[src/rtl/st7789_ctrl.sv]
// ST7789 panel controller: power-on reset sequencing plus a write-only serial shifter that
// sends command/parameter bytes and RGB565 pixels (two bytes, MSB first) with SCL idling high.
module st7789_ctrl #(
    parameter int unsigned CLK_DIV     = 2,
    parameter int unsigned RST_CYCLES  = 1000,
    parameter int unsigned WAIT_CYCLES = 1000
) (
    input  logic        clk_i,
    input  logic        rst_n,
    input  logic        cmd_valid_i,
    input  logic        cmd_dc_i,
    input  logic [7:0]  cmd_data_i,
    output logic        cmd_ready_o,
    input  logic        pix_valid_i,
    input  logic [15:0] pix_data_i,
    output logic        pix_ready_o,
    output logic        busy_o,
    output logic        st7789_SCL,
    output logic        st7789_SDA,
    output logic        st7789_DC,
    output logic        st7789_RES
);

    localparam int unsigned RstMax = (RST_CYCLES > WAIT_CYCLES) ? RST_CYCLES : WAIT_CYCLES;
    localparam int unsigned RW     = $clog2(RstMax + 1);
    localparam int unsigned HW     = $clog2(CLK_DIV + 1);

    localparam logic [RW-1:0] RstLast  = RW'(RST_CYCLES - 1);
    localparam logic [RW-1:0] WaitLast = RW'(WAIT_CYCLES - 1);
    localparam logic [HW-1:0] HalfLast = HW'(CLK_DIV - 1);

    typedef enum logic [1:0] {StRstHold, StRstWait, StIdle, StShift} state_e;

    state_e        state_q, state_d;
    logic [RW-1:0] rst_cnt_q, rst_cnt_d;
    logic [HW-1:0] half_cnt_q, half_cnt_d;
    logic [3:0]    bit_cnt_q, bit_cnt_d;   // bits still to send after the current one
    logic [15:0]   shreg_q, shreg_d;
    logic          scl_q, scl_d;
    logic          dc_q, dc_d;
    logic          start;

    always_ff @(posedge clk_i or negedge rst_n) begin
        if (!rst_n) begin
            state_q    <= StRstHold;
            rst_cnt_q  <= '0;
            half_cnt_q <= '0;
            bit_cnt_q  <= '0;
            shreg_q    <= '0;
            scl_q      <= 1'b1;
            dc_q       <= 1'b0;
        end else begin
            state_q    <= state_d;
            rst_cnt_q  <= rst_cnt_d;
            half_cnt_q <= half_cnt_d;
            bit_cnt_q  <= bit_cnt_d;
            shreg_q    <= shreg_d;
            scl_q      <= scl_d;
            dc_q       <= dc_d;
        end
    end

    always_comb begin
        state_d     = state_q;
        rst_cnt_d   = rst_cnt_q;
        half_cnt_d  = half_cnt_q;
        bit_cnt_d   = bit_cnt_q;
        shreg_d     = shreg_q;
        scl_d       = scl_q;
        dc_d        = dc_q;
        start       = 1'b0;
        cmd_ready_o = 1'b0;
        pix_ready_o = 1'b0;

        unique case (state_q)
            StRstHold: begin
                if (rst_cnt_q == RstLast) begin
                    state_d   = StRstWait;
                    rst_cnt_d = '0;
                end else begin
                    rst_cnt_d = rst_cnt_q + 1'b1;
                end
            end
            StRstWait: begin
                if (rst_cnt_q == WaitLast) begin
                    state_d   = StIdle;
                    rst_cnt_d = '0;
                end else begin
                    rst_cnt_d = rst_cnt_q + 1'b1;
                end
            end
            StIdle: begin
                cmd_ready_o = 1'b1;
                pix_ready_o = !cmd_valid_i;
                // Commands win over pixels; the pixel simply stays pending.
                if (cmd_valid_i) begin
                    shreg_d   = {cmd_data_i, 8'h00};
                    dc_d      = cmd_dc_i;
                    bit_cnt_d = 4'd7;
                    start     = 1'b1;
                end else if (pix_valid_i) begin
                    shreg_d   = pix_data_i;
                    dc_d      = 1'b1;
                    bit_cnt_d = 4'd15;
                    start     = 1'b1;
                end
                if (start) begin
                    state_d    = StShift;
                    scl_d      = 1'b0;
                    half_cnt_d = '0;
                end
            end
            StShift: begin
                if (half_cnt_q == HalfLast) begin
                    half_cnt_d = '0;
                    if (!scl_q) begin
                        scl_d = 1'b1;
                    end else if (bit_cnt_q == 4'd0) begin
                        state_d = StIdle;
                    end else begin
                        // Next bit appears on SDA together with the falling SCL edge.
                        scl_d     = 1'b0;
                        shreg_d   = {shreg_q[14:0], 1'b0};
                        bit_cnt_d = bit_cnt_q - 1'b1;
                    end
                end else begin
                    half_cnt_d = half_cnt_q + 1'b1;
                end
            end
            default: state_d = StRstHold;
        endcase
    end

    assign busy_o     = (state_q != StIdle);
    assign st7789_SCL = scl_q;
    assign st7789_SDA = shreg_q[15];
    assign st7789_DC  = dc_q;
    assign st7789_RES = (state_q != StRstHold);

endmodule
[config.mk]
export PLATFORM = sky130hd
export DESIGN_NAME = st7789_ctrl
export DESIGN_NICKNAME = d
export VERILOG_FILES = /design/src/rtl/st7789_ctrl.sv
export SDC_FILE = /design/constraint.sdc
export NUM_CORES = 1
export LEC_CHECK = 0
export ABC_CLOCK_PERIOD_IN_PS = 2600
export CAP_MARGIN = 0
export CORE_UTILIZATION = 40
export DETAILED_ROUTE_END_ITERATION = 8
export GPL_TIMING_DRIVEN = 0
export PLACE_DENSITY_LB_ADDON = 0.12
export SETUP_SLACK_MARGIN = 0.15
export SYNTH_ARGS = -nofsm -noshare
export SYNTH_HDL_FRONTEND = slang
export SYNTH_SLANG_ARGS = --single-unit
[constraint.sdc]
create_clock -name clk_i -period 2.6 [get_ports clk_i]
set_clock_uncertainty 0.05 [all_clocks]
set_input_delay 0.52 -clock clk_i [delete_from_list [all_inputs] [get_ports clk_i]]
set_output_delay 0.52 -clock clk_i [all_outputs]
set_load 0.03 [all_outputs]
==> qor.txt <==
outcome -> complete, no violations
Sw Ratio -> 20.5%
Worst-path clk slew -> 0.07 ns
root buf cell -> clkbuf_8
clock sink total -> 36
flip-flop cell with the highest count after synthesis -> dfrtp_1
DRT Pass-1 Iters -> 4
max-slew violations -> 0
actual slew at the worst max-slew pin -> 0.797 ns
#FFs+latches synth -> 36
CTS max path bufs -> 2
number of global-route vias before repair -> 1456
Post-synth top cells -> 38 x nand2_1, 35 x dfrtp_1, 17 x mux2_4
FF-to-FF End -> shreg_q[14]$_DFFE_PN0P_
multi-input logic area -> 1000 sq um
post-synth top area cell -> dfrtp_1
sequential cell area fraction in the yosys report -> 45.3%
# IOs -> 36
Routed Antenna Nets -> 0
Setup crit end kind -> primary output
GPL Wtd Cong -> 0.740
fin crit period -> 2.30 ns
DRC -> 0
Avg WL per Cell -> 13.3 microns
Async SR Flop Fraction -> 100%
HPWL Detailed -> 2930 microns
Worst EP required -> 2.03 ns
cells on worst reg2reg path -> 7
Synth Warn # -> 0
maximum vdd drop -> 0.218 mV
critical path startpoint category -> input pin
WL final -> 4040 microns
Row Count -> 25
first-pass GRT wire length -> 6820 microns
Core Area -> 4750 sq um
Slew HR -> 46.9%
Setup-failing EPs final -> 0
top cell type's share of synthesized area -> 44.0%
vias -> 1490
utilization after layout -> 52.8%
initial antenna violation count -> 0
RR Startpoint -> bit_cnt_q[0]$_DFFE_PN0P_
DR iter-0 viols -> 49
IO Port Bufs -> 35
Unique masters post-synth -> 43
Final Hold Viols -> 0
Avg Cell Area, Syn -> 10.3 sq um
WS Path Type -> input pin to primary output
CTS tree -> done
R2R setup slack -> 0.50 ns
Max Cap Viol -> 0
Fill cells -> 452
Internal -> 0.000825 W
routed vias/inst -> 4.90
GR Util All Layers -> 17.1%
layout cells sized above 1 -> 16.9%
part of the power in registers -> 54.0%
H-Tree Level Count -> 2
crit path DAT -> 1.73 ns
grt total ovfl -> 0
Post-Syn Nets -> 225
unrepaired setup endpoints after global routing -> false
Die ar. -> 5270 sq um
area growth from synthesis to layout -> 26.1%
critical-path maximum fanout -> 10
Nets -> 267
largest net degree at the start of global routing -> 37
Clock Power Share -> 38.3%
Die Span X -> 72.6 microns
pwr/cell area -> 413 nW/um^2
cell count after synthesis -> 194
period utilization -> 88.3%
leakage -> 1.19 nW
hold-fix buffer count after cts -> 0
placed inst area -> 2420 sq um
Max Freq -> 436 MHz
antenna diode count -> 0
Gate power share -> 7.7%
Inserted Clock Buffers -> 5
Die Y -> 72.6 microns
count leader, synth -> nand2_1
final instance area -> 2510 sq um
HP Class -> input pin to asynchronous set/reset pin
post-CTS setup buffer count -> 0
Seq. cell area -> 902 sq um
Initial Util -> 41.9%
dominant cells by area after synthesis -> dfrtp_1 44%, mux2_4 13%, nand2_1 7.2%
NetSw -> 0.000213 W
clk_lat worst skew -> 0.28 ns
Netlist Area Pre-Place -> 1990 sq um
Post-synth EDFFs -> 0
==> kinds of logic (layout without fill, tap and decap cells) <==
logic type / after synthesis / after routing / share of synthesized area (%)
simple gates: 79 / 79 / 20.0
mux: 26 / 26 / 17.4
compound gates: 31 / 31 / 9.55
fa+ha+maj: 2 / 2 / 1.26
xor+xnor: 5 / 5 / 2.20
flops: 36 / 36 / 45.3
buf+inv: 15 / 58 / 4.27
==> power by group through the flow <==
stage	clock network, W	logic (W)	registers, W
2_1_floorplan	0	0.0000229	0.000571
3_3_place_gp	0	0.0000809	0.000571
3_5_place_dp	0	0.0000809	0.000571
4_1_cts	0.000416	0.0000818	0.000560
5_1_grt	0.000442	0.0000888	0.000559
6_report	0.000398	0.0000799	0.000560
==> registers in the layout (all words and copies together), names as in the netlist <==
| name | count |
|---|---|
| bit_cnt_q | 4 |
| half_cnt_q | 2 |
| rst_cnt_q | 10 |
| shreg_q | 16 |
| st7789_DC | 1 |
| st7789_SCL | 1 |
| state_q | 2 |
==> critical path, stage by stage <==
cell,delay (ns)
clkdlybuf4s50_1,0.47
buf_4,0.23
nor2_1,0.10
dlygate4sd2_1,0.40
==> metrics by stage <==
stage / worst slack [ns] / hold slack, ns / std cells / setup TNS [ns] / power [W]
floorplan: 0.563 / 0.174 / 194 / 0 / 0.000594
global placement: -0.327 / 0.412 / 296 / -0.327 / 0.000651
detailed placement: -0.325 / 0.419 / 296 / -0.325 / 0.000651
CTS: 0.304 / 0.298 / 304 / 0 / 0.00106
global route: 0.249 / 0.337 / 304 / 0 / 0.00109
finish: 0.304 / 0.269 / 304 / 0 / 0.00104
==> worst max-delay path by stage <==
stage | start | cells past startpoint | to
floorplan | state_q[0]$_DFFE_PN0P_ | 4 | pix_ready_o
global placement | cmd_valid_i | 4 | pix_ready_o
detailed placement | cmd_valid_i | 4 | pix_ready_o
CTS | cmd_valid_i | 4 | pix_ready_o
global route | state_q[1]$_DFFE_PN0P_ | 4 | st7789_RES
finish | cmd_valid_i | 4 | pix_ready_o
==> routing by layer <==
layer  part of all wire, %  wire length (microns)  global-route usage (%)
met1                    50                   2040                    24.2
met4                   1.5                     61                    6.54
met5                     0                      0                       0
met2                    43                   1750                    25.9
met3                   4.7                    189                    3.47
==> timing repair <==
| item | 4_1_cts | 5_1_grt |
|---|---|---|
| resized for setup | 4 | 0 |
| setup endpoints to repair | 2 | 0 |
| endpoints found under the hold margin | 0 | 0 |
==> layout by cell type (no fill, tap or decap), drive strengths merged, types with 3 or more instances in the layout <==
cell type      synthesis  routed
nand3                 10      10
clkdlybuf4s50          0      32
xnor2                  5       5
inv                    5       5
clkbuf                 2      10
a21oi                  6       6
mux2i                  8       8
nor3                   6       6
or2                    3       3
dfrtp                 35      35
nand2                 38      38
nor2                   6       6
buf                    7       8
o21ai                 15      15
mux2                  18      18
==> final cells by class <==
| class | instances | area share, % |
|---|---|---|
| Multi-Input combinational cell | 143 | 40.0 |
| Sequential cell | 36 | 35.9 |
| Timing Repair Buffer | 35 | 13.6 |
| Clock buffer | 8 | 3.59 |
| Tap cell | 67 | 3.34 |
| Buffer | 9 | 2.64 |
| Inverter | 6 | 0.896 |
Note: power is estimated with default switching activity, not from simulation.
==> variant: new RTL, same settings <==
Re-encode `state_e` (4 states) as one-hot, 4 bits wide.
--- a/src/rtl/st7789_ctrl.sv
+++ b/src/rtl/st7789_ctrl.sv
@@ -29,7 +29,7 @@
     localparam logic [RW-1:0] WaitLast = RW'(WAIT_CYCLES - 1);
     localparam logic [HW-1:0] HalfLast = HW'(CLK_DIV - 1);
 
-    typedef enum logic [1:0] {StRstHold, StRstWait, StIdle, StShift} state_e;
+    typedef enum logic [3:0] {StRstHold = 4'b0001, StRstWait = 4'b0010, StIdle = 4'b0100, StShift = 4'b1000} state_e;
 
     state_e        state_q, state_d;
     logic [RW-1:0] rst_cnt_q, rst_cnt_d;
Formal check against the unedited RTL: same outputs for any inputs over 10 cycles, from zero or initial values and one cycle with rst_n low; not proved beyond that.
==> variant against the original RTL <==
Global-route usage up 1.4 points; count of clock-buffer cells in the layout fell by 1; largest cell class unchanged; sequential power grew 8.6%; area after synthesis is 9.3% higher; critical path depth grew 1; largest power group unchanged; first-iteration DRC count up 88%; cell area is 6.1% higher; register-to-register slack improved by 0.11 ns; non-clock buffer count increased by 4; routed wire length up 14%; setup slack worse by 0.086 ns; sequential cell count up 2; power is 5.7% higher; clock power is 5.0% lower.
==> variant: results (changes against the original RTL) <==
Mapped Cells 229 (+18%); Post-synth top cells dfrtp_1 (36), nand2_1 (25), nor2_1 (22); GRT Total Usage 0.1846 (+0.01362); final net count 301 (+13%); Max Fanout on Critical Path 9 (-1); ranking of synthesized cells by area dfrtp_1 (41%), o21ai_2 (5.2%), mux2i_1 (4.6%); biggest registers after layout shreg_q: 16 flops, rst_cnt_q: 10 flops; slowest CP cell or4b_1; metal3 WL 148 µm (-22%); Placer Congestion 0.7710 (+4.2%); Area after DPL 2600 µm² (+7.4%); Setup WS pre-CTS 0.03227 ns (+0.3569 ns); WL met1 2265 µm (+11%); Peak VDD IR 0.2216 mV (+1.7%); wire per inst 13.56 µm (+2.1%); met2 Track Usage GR 0.2999 (+0.04133); met3 Usage GRT 0.04233 (+0.007606); FFs w/ async S/R, synth 1.000 (unchanged); Vias 1783 (+20%); syn nets 260 (+16%); First DRT Iteration DRCs 92 (+88%); Fill cells 501 (+11%); vias in the first global route 1749 (+20%); met2 WL post-DR 2141 µm (+22%); initial antenna violation count 0 (unchanged); status finished, final reports clean; LEAKAGE 1.202 nW (+1.3%); Post-Place Cells 333 (+13%); sequential element share of the synthesized area 0.4379 (-0.01496); Tightest Pin Transition 0.9293 ns (+0.1324 ns); share of cells above drive strength 1 0.1519 (-0.01692); M1 GR Usage 0.2444 (+0.002856); Root Driver clkbuf_8; worst stage delay on the critical path 0.50 ns (+0.03 ns); first-pass GRT wire length 7935 µm (+16%); largest net degree at the start of global routing 39 (+5.4%); Unique masters post-synth 48 (+12%); I/O Buffers 34 (-2.9%); antenna diode count 0 (unchanged); post-detail-place hpwl 3429 µm (+17%); R2R depth 5 (-2); Finished Layout Cells 340 (+12%)
==> variant: final cells by class <==
type | count | area (µm²) | area share
Multi-Input combinational cell | 169 | 1100 | 0.4125
Sequential cell | 38 | 953.4 | 0.3576
Timing Repair Buffer | 34 | 325.3 | 0.1220
Buffer | 14 | 93.84 | 0.03519
Tap cell | 70 | 87.58 | 0.03285
Clock buffer | 7 | 76.32 | 0.02863
Inverter | 8 | 30.03 | 0.01126
==> variant: critical path: cells and delay by family (launching register included) <==
family,cells,cell delay (ns)
simple gates,1,0.50
buf+inv,4,0.66
flops,1,0.37
==> variant: cells by family (layout without fill, tap and decap cells) <==
logic type,Yosys count,after routing,synth area share
buffers and inverters,22,63,0.05689
AND/OR/NAND/NOR,95,95,0.2356
AO/OA/AOI/OAI,53,53,0.1747
adder cells (fa/ha/maj),2,2,0.01149
flip-flops,38,38,0.4379
XOR/XNOR,8,8,0.03219
multiplexers,11,11,0.05115
==> variant: final timing paths <==
check / startpoint / endpoint / slack, ns
min reg2reg: shreg_q[7] / shreg_q[7] / 0.43
max in group asynchronous: rst_n / rst_cnt_q[6] / 1.67
max: state_q[0] / cmd_ready_o / 0.22
min in group clk_i: shreg_q[7] / shreg_q[7] / 0.43
min: rst_n / bit_cnt_q[2] / 0.28
max reg2reg: state_q[1] / bit_cnt_q[3] / 0.61
==> variant: report_power, final <==
group          internal [mW]  switching [mW]
Sequential             0.602         0.00581
Clock                  0.185           0.193
Combinational         0.0607          0.0494
==> variant: repair_timing <==
item,4_1_cts,5_1_grt
endpoints found under the setup margin,3,3
cloned,0,0
resized for setup,11,4
hold buffers,0,0
